$ cat config.mk
export PLATFORM = sky130hd
export DESIGN_NAME = mci_port_arbiter
export DESIGN_NICKNAME = d
export VERILOG_FILES = /design/src/rtl/mci_port_arbiter.sv
export SDC_FILE = /design/constraint.sdc
export NUM_CORES = 1
export LEC_CHECK = 0
export CAP_MARGIN = 10
export CORE_AREA = 5 5 155 157
export CTS_CLUSTER_DIAMETER = 60
export DETAILED_ROUTE_END_ITERATION = 8
export DIE_AREA = 0 0 160 162
export PLACE_DENSITY = 0.58
export SYNTH_ARGS = -nofsm -noshare
export SYNTH_HDL_FRONTEND = slang
export SYNTH_SLANG_ARGS = --single-unit
$ cat constraint.sdc
create_clock -name i_clk -period 2.4 [get_ports i_clk]
set_clock_uncertainty 0.15 [all_clocks]
set_input_delay 0.24 -clock i_clk [delete_from_list [all_inputs] [get_ports i_clk]]
set_output_delay 0.24 -clock i_clk [all_outputs]
set_load 0.01 [all_outputs]
$ cat src/rtl/mci_port_arbiter.sv
// mci_port_arbiter
//   Shares one main-memory controller port between two requesters:
//   requester 0 is the instruction fetch unit, requester 1 is the data
//   memory unit. Arbitration is round-robin, and only one transaction is
//   outstanding at a time. The request is issued from registers, and the
//   response is routed from registers back to the requester that owns the
//   grant.
//
// Parameters
//   ADDR_W   address width
//   DATA_W   data width
//   TIMEOUT  response timeout in cycles (1..65535); used only when
//            MCI_ARB_TIMEOUT_EN is defined
//
// Optional feature
//   `define MCI_ARB_TIMEOUT_EN builds a 16-bit response timer. When the
//   timer expires, the transaction is aborted: the owner's rsp_valid and
//   o_err pulse together, and rdata is 0. Without the macro, o_err is tied
//   to 0 and the arbiter waits indefinitely.
//
// Ports
//   i_clk, i_reset_n               clock (rising edge) and async active-low reset
//   i_pN_req_valid/addr/we/wdata   requester N request, held until its response
//   o_pN_rsp_valid/rdata           requester N one-cycle response and read data
//   o_m_req_valid, i_m_req_ready   memory request handshake
//   o_m_addr/we/wdata              issued request fields
//   i_m_rsp_valid, i_m_rdata       memory response pulse and data
//   o_err                          timeout abort pulse
//   o_grant                        one-hot current owner, 00 when idle
module mci_port_arbiter #(
  parameter int ADDR_W  = 32,
  parameter int DATA_W  = 32,
  parameter int TIMEOUT = 255
) (
  input  logic              i_clk,
  input  logic              i_reset_n,
  input  logic              i_p0_req_valid,
  input  logic [ADDR_W-1:0] i_p0_addr,
  input  logic              i_p0_we,
  input  logic [DATA_W-1:0] i_p0_wdata,
  output logic              o_p0_rsp_valid,
  output logic [DATA_W-1:0] o_p0_rdata,
  input  logic              i_p1_req_valid,
  input  logic [ADDR_W-1:0] i_p1_addr,
  input  logic              i_p1_we,
  input  logic [DATA_W-1:0] i_p1_wdata,
  output logic              o_p1_rsp_valid,
  output logic [DATA_W-1:0] o_p1_rdata,
  output logic              o_m_req_valid,
  input  logic              i_m_req_ready,
  output logic [ADDR_W-1:0] o_m_addr,
  output logic              o_m_we,
  output logic [DATA_W-1:0] o_m_wdata,
  input  logic              i_m_rsp_valid,
  input  logic [DATA_W-1:0] i_m_rdata,
  output logic              o_err,
  output logic [1:0]        o_grant
);

  typedef enum logic [1:0] {IDLE, ISSUE, WAIT_RSP} state_t;

  state_t            state_q, state_d;
  logic [1:0]        grant_q, grant_d;
  logic              last_q, last_d;
  logic              m_req_valid_q, m_req_valid_d;
  logic [ADDR_W-1:0] m_addr_q, m_addr_d;
  logic              m_we_q, m_we_d;
  logic [DATA_W-1:0] m_wdata_q, m_wdata_d;
  logic              p0_rsp_valid_q, p0_rsp_valid_d;
  logic              p1_rsp_valid_q, p1_rsp_valid_d;
  logic [DATA_W-1:0] p0_rdata_q, p0_rdata_d;
  logic [DATA_W-1:0] p1_rdata_q, p1_rdata_d;

  logic pick_valid;
  logic pick;
  logic owner;
  logic complete;
  logic expire;

  assign owner = grant_q[1];

  // A response in the same cycle as the handshake is a zero-latency completion.
  assign complete = ((state_q == ISSUE) && i_m_req_ready && i_m_rsp_valid) ||
                    ((state_q == WAIT_RSP) && i_m_rsp_valid);

`ifdef MCI_ARB_TIMEOUT_EN
  logic [15:0] cnt_q, cnt_d;
  logic        err_q, err_d;
  // Expiry is seen one cycle early so that the abort pulse lands TIMEOUT
  // cycles after ISSUE entry. A response in that same cycle takes priority.
  assign expire = (state_q != IDLE) && (cnt_q == 16'(TIMEOUT - 1)) && !complete;
  assign o_err  = err_q;
`else
  logic unused_timeout;
  assign unused_timeout = (TIMEOUT == 0);
  assign expire = 1'b0;
  assign o_err  = 1'b0;
`endif

  // While a response pulse is out, the served requester has not yet had a
  // chance to drop its request, so no new grant is made in that cycle.
  always_comb begin
    pick_valid = 1'b0;
    pick       = 1'b0;
    if (!(p0_rsp_valid_q || p1_rsp_valid_q)) begin
      if (i_p0_req_valid && i_p1_req_valid) begin
        pick_valid = 1'b1;
        pick       = ~last_q;
      end else if (i_p0_req_valid) begin
        pick_valid = 1'b1;
      end else if (i_p1_req_valid) begin
        pick_valid = 1'b1;
        pick       = 1'b1;
      end
    end
  end

  always_ff @(posedge i_clk or negedge i_reset_n) begin
    if (!i_reset_n) state_q <= IDLE;
    else            state_q <= state_d;
  end

  always_comb begin
    state_d = state_q;
    case (state_q)
      IDLE:     if (pick_valid) state_d = ISSUE;
      ISSUE:    if (complete || expire) state_d = IDLE;
                else if (i_m_req_ready) state_d = WAIT_RSP;
      WAIT_RSP: if (complete || expire) state_d = IDLE;
      default:  state_d = IDLE;
    endcase
  end

  always_comb begin
    grant_d        = grant_q;
    last_d         = last_q;
    m_req_valid_d  = m_req_valid_q;
    m_addr_d       = m_addr_q;
    m_we_d         = m_we_q;
    m_wdata_d      = m_wdata_q;
    p0_rsp_valid_d = 1'b0;
    p1_rsp_valid_d = 1'b0;
    p0_rdata_d     = p0_rdata_q;
    p1_rdata_d     = p1_rdata_q;
`ifdef MCI_ARB_TIMEOUT_EN
    cnt_d          = cnt_q;
    err_d          = 1'b0;
`endif
    if (state_q == IDLE) begin
      if (pick_valid) begin
        grant_d       = pick ? 2'b10 : 2'b01;
        m_req_valid_d = 1'b1;
        m_addr_d      = pick ? i_p1_addr  : i_p0_addr;
        m_we_d        = pick ? i_p1_we    : i_p0_we;
        m_wdata_d     = pick ? i_p1_wdata : i_p0_wdata;
`ifdef MCI_ARB_TIMEOUT_EN
        cnt_d         = '0;
`endif
      end
    end else begin
`ifdef MCI_ARB_TIMEOUT_EN
      cnt_d = cnt_q + 16'd1;
`endif
      if ((state_q == ISSUE) && i_m_req_ready) m_req_valid_d = 1'b0;
      if (complete || expire) begin
        m_req_valid_d = 1'b0;
        grant_d       = 2'b00;
        last_d        = owner;
        if (owner) begin
          p1_rsp_valid_d = 1'b1;
          p1_rdata_d     = complete ? i_m_rdata : '0;
        end else begin
          p0_rsp_valid_d = 1'b1;
          p0_rdata_d     = complete ? i_m_rdata : '0;
        end
`ifdef MCI_ARB_TIMEOUT_EN
        err_d = expire;
`endif
      end
    end
  end

  always_ff @(posedge i_clk or negedge i_reset_n) begin
    if (!i_reset_n) begin
      grant_q        <= 2'b00;
      last_q         <= 1'b1;
      m_req_valid_q  <= 1'b0;
      m_addr_q       <= '0;
      m_we_q         <= 1'b0;
      m_wdata_q      <= '0;
      p0_rsp_valid_q <= 1'b0;
      p1_rsp_valid_q <= 1'b0;
      p0_rdata_q     <= '0;
      p1_rdata_q     <= '0;
`ifdef MCI_ARB_TIMEOUT_EN
      cnt_q          <= '0;
      err_q          <= 1'b0;
`endif
    end else begin
      grant_q        <= grant_d;
      last_q         <= last_d;
      m_req_valid_q  <= m_req_valid_d;
      m_addr_q       <= m_addr_d;
      m_we_q         <= m_we_d;
      m_wdata_q      <= m_wdata_d;
      p0_rsp_valid_q <= p0_rsp_valid_d;
      p1_rsp_valid_q <= p1_rsp_valid_d;
      p0_rdata_q     <= p0_rdata_d;
      p1_rdata_q     <= p1_rdata_d;
`ifdef MCI_ARB_TIMEOUT_EN
      cnt_q          <= cnt_d;
      err_q          <= err_d;
`endif
    end
  end

  assign o_grant        = grant_q;
  assign o_m_req_valid  = m_req_valid_q;
  assign o_m_addr       = m_addr_q;
  assign o_m_we         = m_we_q;
  assign o_m_wdata      = m_wdata_q;
  assign o_p0_rsp_valid = p0_rsp_valid_q;
  assign o_p1_rsp_valid = p1_rsp_valid_q;
  assign o_p0_rdata     = p0_rdata_q;
  assign o_p1_rdata     = p1_rdata_q;

endmodule

Yosys cells after proc, flatten, opt, wreduce, memory -nomap -nowiden
Index checks and enable logic that the tools add are counted.
{"block": "classes", "mux": 28, "eq_ne": 5, "bitwise": 3, "n_reduce_logical": 16}
{"cell": "2-to-1 mux 32 bit", "count": 2}
{"cell": "2-to-1 mux 1 bit", "count": 18}
{"cell": "2-to-1 mux 2 bit", "count": 7}
{"cell": "AND reduction 3 bit", "count": 3}
{"cell": "AND reduction 2 bit", "count": 4}
{"cell": "one-hot mux 2 bit (3 select lines)", "count": 1}
{"cell": "logical AND 1 bit", "count": 4}
{"cell": "inequality test 2 bit, second input constant", "count": 2}
{"cell": "inequality test 3 bit, second input constant", "count": 1}
{"cell": "inverter 1 bit", "count": 3}
{"cell": "nonzero test 3 bit", "count": 1}
{"cell": "equality test 2 x 1 -> 1 bit, second input constant", "count": 1}
{"cell": "equality test 2 bit, second input constant", "count": 1}
{"cell": "logical NOT 2 bit", "count": 1}
{"cell": "logical OR 1 bit", "count": 2}
{"cell": "nonzero test 2 bit", "count": 1}
{"block": "word_totals", "register_bits": 137, "out_inout_bits": 135}

Depth between registers and ports, before layout
Gate-level depths: netlist of the first run.
{"block": "logic_depth", "ltp_word": 7, "mapped_depth": 6}

Least setup slack after synthesis of the first run
No wires, ideal clock.
{"block": "synth_path", "kind": "register to register", "from": "register state_q[1]", "to": "register p1_rdata_q[10], in the netlist o_p1_rdata[10]", "setup_ps": 125, "synth_period_minus_slack_ps": 1778, "stages_incl_launch_ff": 6, "arrival_ps": 1503, "slack_ps": 622, "cell_sequence": "dfrtp_1 > and3b_2 > o21ai_4 > nor2_2 > clkbuf_8 > mux2_2"}
{"block": "synth_between", "elab_chain_cells": 5, "elab_cells_between_ends": 9, "classes_between": "eq/ne (2); bitwise (1); reduce/logical (6)"}
{"item": "from (decl)", "line_no": "62", "source": "state_t state_q, state_d;"}
{"item": "from (signal assigned)", "line_no": "120", "source": "else state_q <= state_d;"}
{"item": "equality test 2 x 1 -> 1 bit", "line_no": "83", "source": "assign complete = ((state_q == ISSUE) && i_m_req_ready && i_m_rsp_valid) ||"}
{"item": "logical AND 1 bit (2 in a row)", "line_no": "83"}
{"item": "logical OR 1 bit", "line_no": "83"}
{"item": "AND reduction 3 bit (no source line) (*)"}
{"item": "to (signal assigned)", "line_no": "209", "source": "p1_rdata_q <= p1_rdata_d;"}
{"item": "to (decl)", "line_no": "72", "source": "logic [DATA_W-1:0] p1_rdata_q, p1_rdata_d;"}
Every way passes the cells marked *; elsewhere a longest branch is shown, timed or not.
A chain may end at the register's enable or synchronous reset.

Worst setup path after layout of the first run
{"block": "layout_path", "from": "register grant_q[1], in the netlist o_grant[1]", "to": "output port o_grant[1]"}
{"item": "from (decl)", "line_no": "63", "source": "logic [1:0] grant_q, grant_d;"}
{"item": "from (signal assigned)", "line_no": "200", "source": "grant_q <= grant_d;"}
{"item": "to (decl)", "line_no": "57", "source": "output logic [1:0] o_grant"}
No word-level cell between the ends.

==> run metrics, run 1 <==
delay-heaviest family, CP buffers and inverters; total grt overflow 0; Worst VDD drop 0.582 mV; Post-synth EDFFs 0; Clk pwr share 21.9%; Die Wd about 160 µm; core area 22400 µm²; fin crit share 77.8%; top cells by area, synth dfrtp_1 (62%), mux2_2 (13%), o22ai_1 (7.4%); max-slew violations 0; num rows 55; Total Neg Setup Slack 0 ns; DRT iter0 DRCs about 210; crit path DAT 1.48 ns; Worst Setup SP o_grant[1]$_DFFE_PN0P_; Gate Count Post-Synth 455; FF+latch count, synth 137; Initial Util approximately a quarter; Post-Layout Cell Count approximately 1100; # hold bufs at CTS 1; Worst R2R Path Depth 5; RSZ-0062 raised after global routing false; status finished clean; Final min period 1.87 ns; cell-internal power 8.16 mW; fraction of registers with async set/reset 100%; critical path type register to primary output; leak pwr 3.87 nW; iteration count of the initial detailed-routing pass 6; yosys warns 0; setup slack, reg-to-reg 0.56 ns; DRC 0; CTS sink count 137; fmax 535 MHz; I/O Pins 303; Net Switching around 4.0 mW; Post-synth top cells dfrtp_1 (136), nand2_1 (67), o22ai_1 (65); final WL 18200 µm; Crit path largest cell delay 0.61 ns; critical path peak fanout 4; dominant synthesized flop cell dfrtp_1; Seq/Total Area, Yosys 62.5%; layout cells sized above 1 15.4%; DR WL/cell about 17 µm; worst setup path end o_grant[1]; Hold Vio Cnt, Final 0; RR Endpoint o_p0_rdata[26]$_DFFE_PN0P_; slowest CP cell clkdlybuf4s50_1; r2r startpoint state_q[1]$_DFFE_PN0P_; Layout Area Growth over Synthesis 73.0%; Post-CTS Setup Repair Bufs 0; first-pass GRT wire length 28600 µm; crit-path cells clkdlybuf4s50_1; most common cell in the netlist dfrtp_1; GRT Overall Usage between 10% and 20%; Longest Clk Path Bufs 2; placed cell count 1019; CP Capture Type primary output; CTS buffer count 17; routed vias about 4600; worst path buffer plus inverter count 1; Final nets 922; Via density 4.36; clock slew at reported path FFs 0.07 ns; Hold WS between 0.15 and 0.2 ns; Root Buffer clkbuf_16; port buffer count about 300; ANT cells 0; Post-DP HPWL 13300 µm; Avg Cell Area, Syn 12.1 µm²; H-tree lvl count 4; setup violators final 0; cts repair resizes 0; Reg power frac 33.3%; pwr dens 1280 nW/µm²; die area 25900 µm²; Cell Area, Synth 5490 µm²; WP depth 1; Max Cap Violations 0; CTS tree yes; antenna violations before repair 0; Die Y 162 µm; Syn Nets 623; Synth top area share 62.0%; vias in the first global route 4874; Clock Latency Late Sink around 0.41 ns; Post-DRT Antenna Nets 0; routability cong. 0.741; Min-Delay Path Class input pin to async pin; startpoint types register; Sw Share 33.0%; Netlist cell types 27; Req. time, crit path 2.01 ns; combinational power share 44.8%; largest area contributor in the netlist dfrtp_1; largest net degree at the start of global routing 85
-- how the worst min path moves through the flow --
stage                          from  cells past startpoint                          to  slack (ns)
after floorplan           i_reset_n                      0      o_grant[0]$_DFFE_PN0P_       -0.21
after global placement    i_reset_n                      2  o_p1_rdata[16]$_DFFE_PN0P_        0.09
after detailed placement  i_reset_n                      2  o_p0_rdata[17]$_DFFE_PN0P_         0.1
after CTS                 i_reset_n                      3  o_p0_rdata[16]$_DFFE_PN0P_        0.21
after global routing      i_reset_n                      3  o_p1_rdata[17]$_DFFE_PN0P_        0.24
final                     i_reset_n                      3  o_p0_rdata[17]$_DFFE_PN0P_        0.20
-- routing by layer --
metal  track usage (%)  share of wire, %  vias to the layer above
li1                  -                 -                     2248
met5                 0                 0                        -
met1              17.6                43                     2146
met3              6.22               9.0                       13
met2              22.0                46                      179
met4              3.75               1.1                        0
-- worst register-to-register path: stages, from the launching register on --
cell and delay, ns:
dfrtp_1 0.41, and3b_2 0.30, o21ai_4 0.10, nor2_4 0.13, buf_4 0.26, mux2_2 0.37
-- metrics by stage --
step	worst slack (ns)	total power, mW	area (µm²)	utilization (%)
after detailed placement	0.297	9.66	8880	39.7
final	0.532	12.2	9490	42.4
after global placement	0.313	9.59	8880	39.7
after floorplan	0.622	6.32	5490	-
after global routing	0.444	13.0	9490	42.4
after CTS	0.492	12.4	9490	42.4
-- cells in the final DEF (no fill, tap or decap) --
cell type,netlist,layout
o21ai_1,3,3
a21bo_2,1,1
nor2_4,0,2
inv_6,0,7
dfstp_2,1,1
buf_12,0,9
dlygate4sd3_1,0,1
a32o_1,1,1
clkbuf_8,1,1
o21ai_4,1,1
clkdlybuf4s50_1,0,300
mux2_2,64,64
clkbuf_16,0,17
inv_1,2,2
bufinv_16,0,2
clkinv_4,0,4
a2111oi_0,1,1
buf_6,5,1
clkbuf_1,16,1
buf_4,3,4
a31o_2,1,1
a21oi_1,1,1
and2b_2,1,1
o211ai_1,1,1
o22ai_1,65,65
or2b_1,1,1
nand2_1,67,67
conb_1,1,1
dfrtp_1,136,136
nor2_1,4,4
nor3_4,0,1
and3b_2,1,1
o21ai_0,64,64
-- state kept, by name (all words and copies together) (netlist names), 2 cells and up --
signal and count:
o_m_addr 32, o_m_wdata 32, o_p0_rdata 32, o_p1_rdata 32
o_grant 2, state_q 2
-- layout make-up --
type                    instances  area [µm²]
clock buffers                  19         443
clock inverters                13         156
fillers                      2153       12900
inverters                       2        7.51
multi-input cells             281        1860
flip-flops and latches        137        3430
well taps                     285         357
repair buffers                315        3230
-- power groups by stage --
| stage | clock network, mW | registers [mW] | logic [mW] |
|---|---|---|---|
| 6_report | 2.67 | 4.05 | 5.46 |
| 5_1_grt | 2.87 | 4.22 | 5.92 |
| 4_1_cts | 2.78 | 4.07 | 5.58 |
| 3_5_place_dp | 0 | 4.09 | 5.57 |
| 3_3_place_gp | 0 | 4.07 | 5.53 |
| 2_1_floorplan | 0 | 4.59 | 1.73 |
-- cells by family (layout without fill, tap and decap cells) --
family                 after synthesis  in the layout  share of synthesized area [%]
AO/OA/AOI/OAI                      139            139                           14.7
flip-flops                         137            137                           62.5
AND/OR/NAND/NOR                     77             77                           5.75
multiplexers                        64             64                           13.1
buffers and inverters               37            349                           3.83
other                                1              1                         0.0683
Power figures use the tool's default switching activity.
==> run 2: changes to the inputs <==
==> constraint.sdc (replaced) <==
create_clock -name i_clk -period 1.8 [get_ports i_clk]
set_clock_uncertainty 0.15 [all_clocks]
set_input_delay 0.18 -clock i_clk [delete_from_list [all_inputs] [get_ports i_clk]]
set_output_delay 0.18 -clock i_clk [all_outputs]
set_load 0.01 [all_outputs]
==> run metrics, run 2 (synthesis results as in run 1) <==
fmax ~580 MHz; leak pwr 3.96 nW; DR WL/cell ~17 µm; Die Y approximately 160 µm; port buffer count 301; routed vias around 4700; Initial Util 24.5%; Post-DRT Antenna Nets 0; DRC 0; core area 22400 µm²; num rows between 50 and 60; crit path DAT 1.88 ns; GRT Overall Usage roughly 14%; most frequent cells in the layout clkdlybuf4s50_1 (297), dfrtp_1 (136), nand2_1 (67); pre-CTS setup slack -0.205 ns; CTS buffer count 17; Worst VDD drop 0.779 mV; combinational power share approximately 45%; pwr dens 1710 nW/µm²; routability cong. around 0.76; H-tree lvl count 4; CP Capture Type register; Final min period about 1.7 ns; setup violators final 0; commonest non-fill, non-tap cell in the layout clkdlybuf4s50_1; worst path buffer plus inverter count 1; slowest CP cell dfrtp_1; iteration count of the initial detailed-routing pass 4; largest net degree at the start of global routing 66; final WL 18300 µm; CTS tree yes; Final nets 931; Crit path largest cell delay 0.41 ns; Clk pwr share between 20% and 30%; first-pass GRT wire length 28800 µm; Layout Area Growth over Synthesis 75.0%; layout cells sized above 1 16.5%; crit-path cells and3b_2, o21ai_4, nor2_4, buf_12, mux2_2; Hold WS 0.0830 ns; vias in the first global route 4973; antenna violations before repair 0; critical path peak fanout 16; delay-heaviest family, CP simple AND/OR/NAND/NOR gates; Max Cap Violations 0; final setup margin 0.0636 ns; Reg power frac 33.0%; Die Wd between 150 and 200 µm; fin crit share 96.5%; fin util 42.9%; Hold Vio Cnt, Final 0; Post-DP HPWL 13400 µm; Min-Delay Path Class input pin to async pin; cell-internal power 10.9 mW; Clock Latency Late Sink 0.41 ns; CTS sink count around 140; ANT cells 0; max-slew violations 0; die area between 20000 and 30000 µm²; critical path type register to register; I/O Pins 303; startpoint types register; status finished clean; total grt overflow 0; Net Switching between 5 and 6 mW; Sw Share ~33%; Via density 4.39; Longest Clk Path Bufs 2; Req. time, crit path 1.94 ns; clock slew at reported path FFs 0.07 ns; Root Buffer clkbuf_16; Post-CTS Setup Repair Bufs 0; RSZ-0062 raised after global routing true; Total Neg Setup Slack 0 ns; DRT iter0 DRCs ~220
[run 2: cell types whose count changed in the layout (fill, tap and decap cells not counted), moves of 3 or more]
cell / change
inv_6: -4
clkinv_4: -3
buf_4: +7
inv_8: +6
clkdlybuf4s50_1: -3
[run 2: layer usage]
metal	GRT usage [%]	vias to the layer above	share of wire [%]
li1	-	2267	-
met1	17.9	2212	44
met2	21.9	170	47
met3	5.91	13	8.3
met4	3.48	0	1.0
met5	0	-	0
[run 2: power by group through the flow]
stage / Combinational (mW) / Sequential, mW / Clock [mW]
2_1_floorplan: 2.31 / 6.12 / 0
3_3_place_gp: 7.51 / 5.42 / 0
3_5_place_dp: 7.56 / 5.47 / 0
4_1_cts: 7.56 / 5.44 / 3.69
5_1_grt: 8.03 / 5.63 / 3.83
6_report: 7.43 / 5.41 / 3.57
[run 2: what timing repair did]
| action | in CTS | in global routing |
|---|---|---|
| resized for setup | 1 | 5 |
| hold buffers | 1 | 0 |
| endpoints found under the setup margin | 1 | 21 |
| hold endpoints to repair | 137 | 0 |
| cloned | 0 | 0 |
[run 2: area by class of cell]
class / count / area (µm²)
tap: 285 / 357
fill: 2083 / 12800
multi-input combinational: 281 / 1870
sequential: 137 / 3430
clock inverter: 15 / 180
timing repair buffer: 324 / 3330
clock buffer: 17 / 425
inverter: 2 / 7.51
[run 2: worst paths after layout]
check                                       start                         end  slack [ns]  depth (start not counted)
max                        state_q[1]$_DFFE_PN0P_   o_p1_rdata[7]$_DFFE_PN0P_        0.06                          5
min                                     i_reset_n  o_p1_rdata[16]$_DFFE_PN0P_        0.08                          2
max reg2reg                state_q[1]$_DFFE_PN0P_   o_p1_rdata[7]$_DFFE_PN0P_        0.06                          5
min reg2reg                    last_q$_DFFE_PN1P_          last_q$_DFFE_PN1P_        0.31                          2
max in group asynchronous               i_reset_n    o_m_addr[30]$_DFFE_PN0P_        0.78                          3
min in group i_clk                  i_m_req_ready      state_q[0]$_DFFE_PN0P_        0.22                          2
[run 2: metrics by stage]
stage | area, µm² | instances | total power [mW]
3_5_place_dp | 8970 | 1028 | 13.0
6_report | 9600 | 1061 | 16.4
5_1_grt | 9600 | 1061 | 17.5
4_1_cts | 9590 | 1061 | 16.7
3_3_place_gp | 8970 | 1028 | 12.9
2_1_floorplan | 5490 | 455 | 8.43
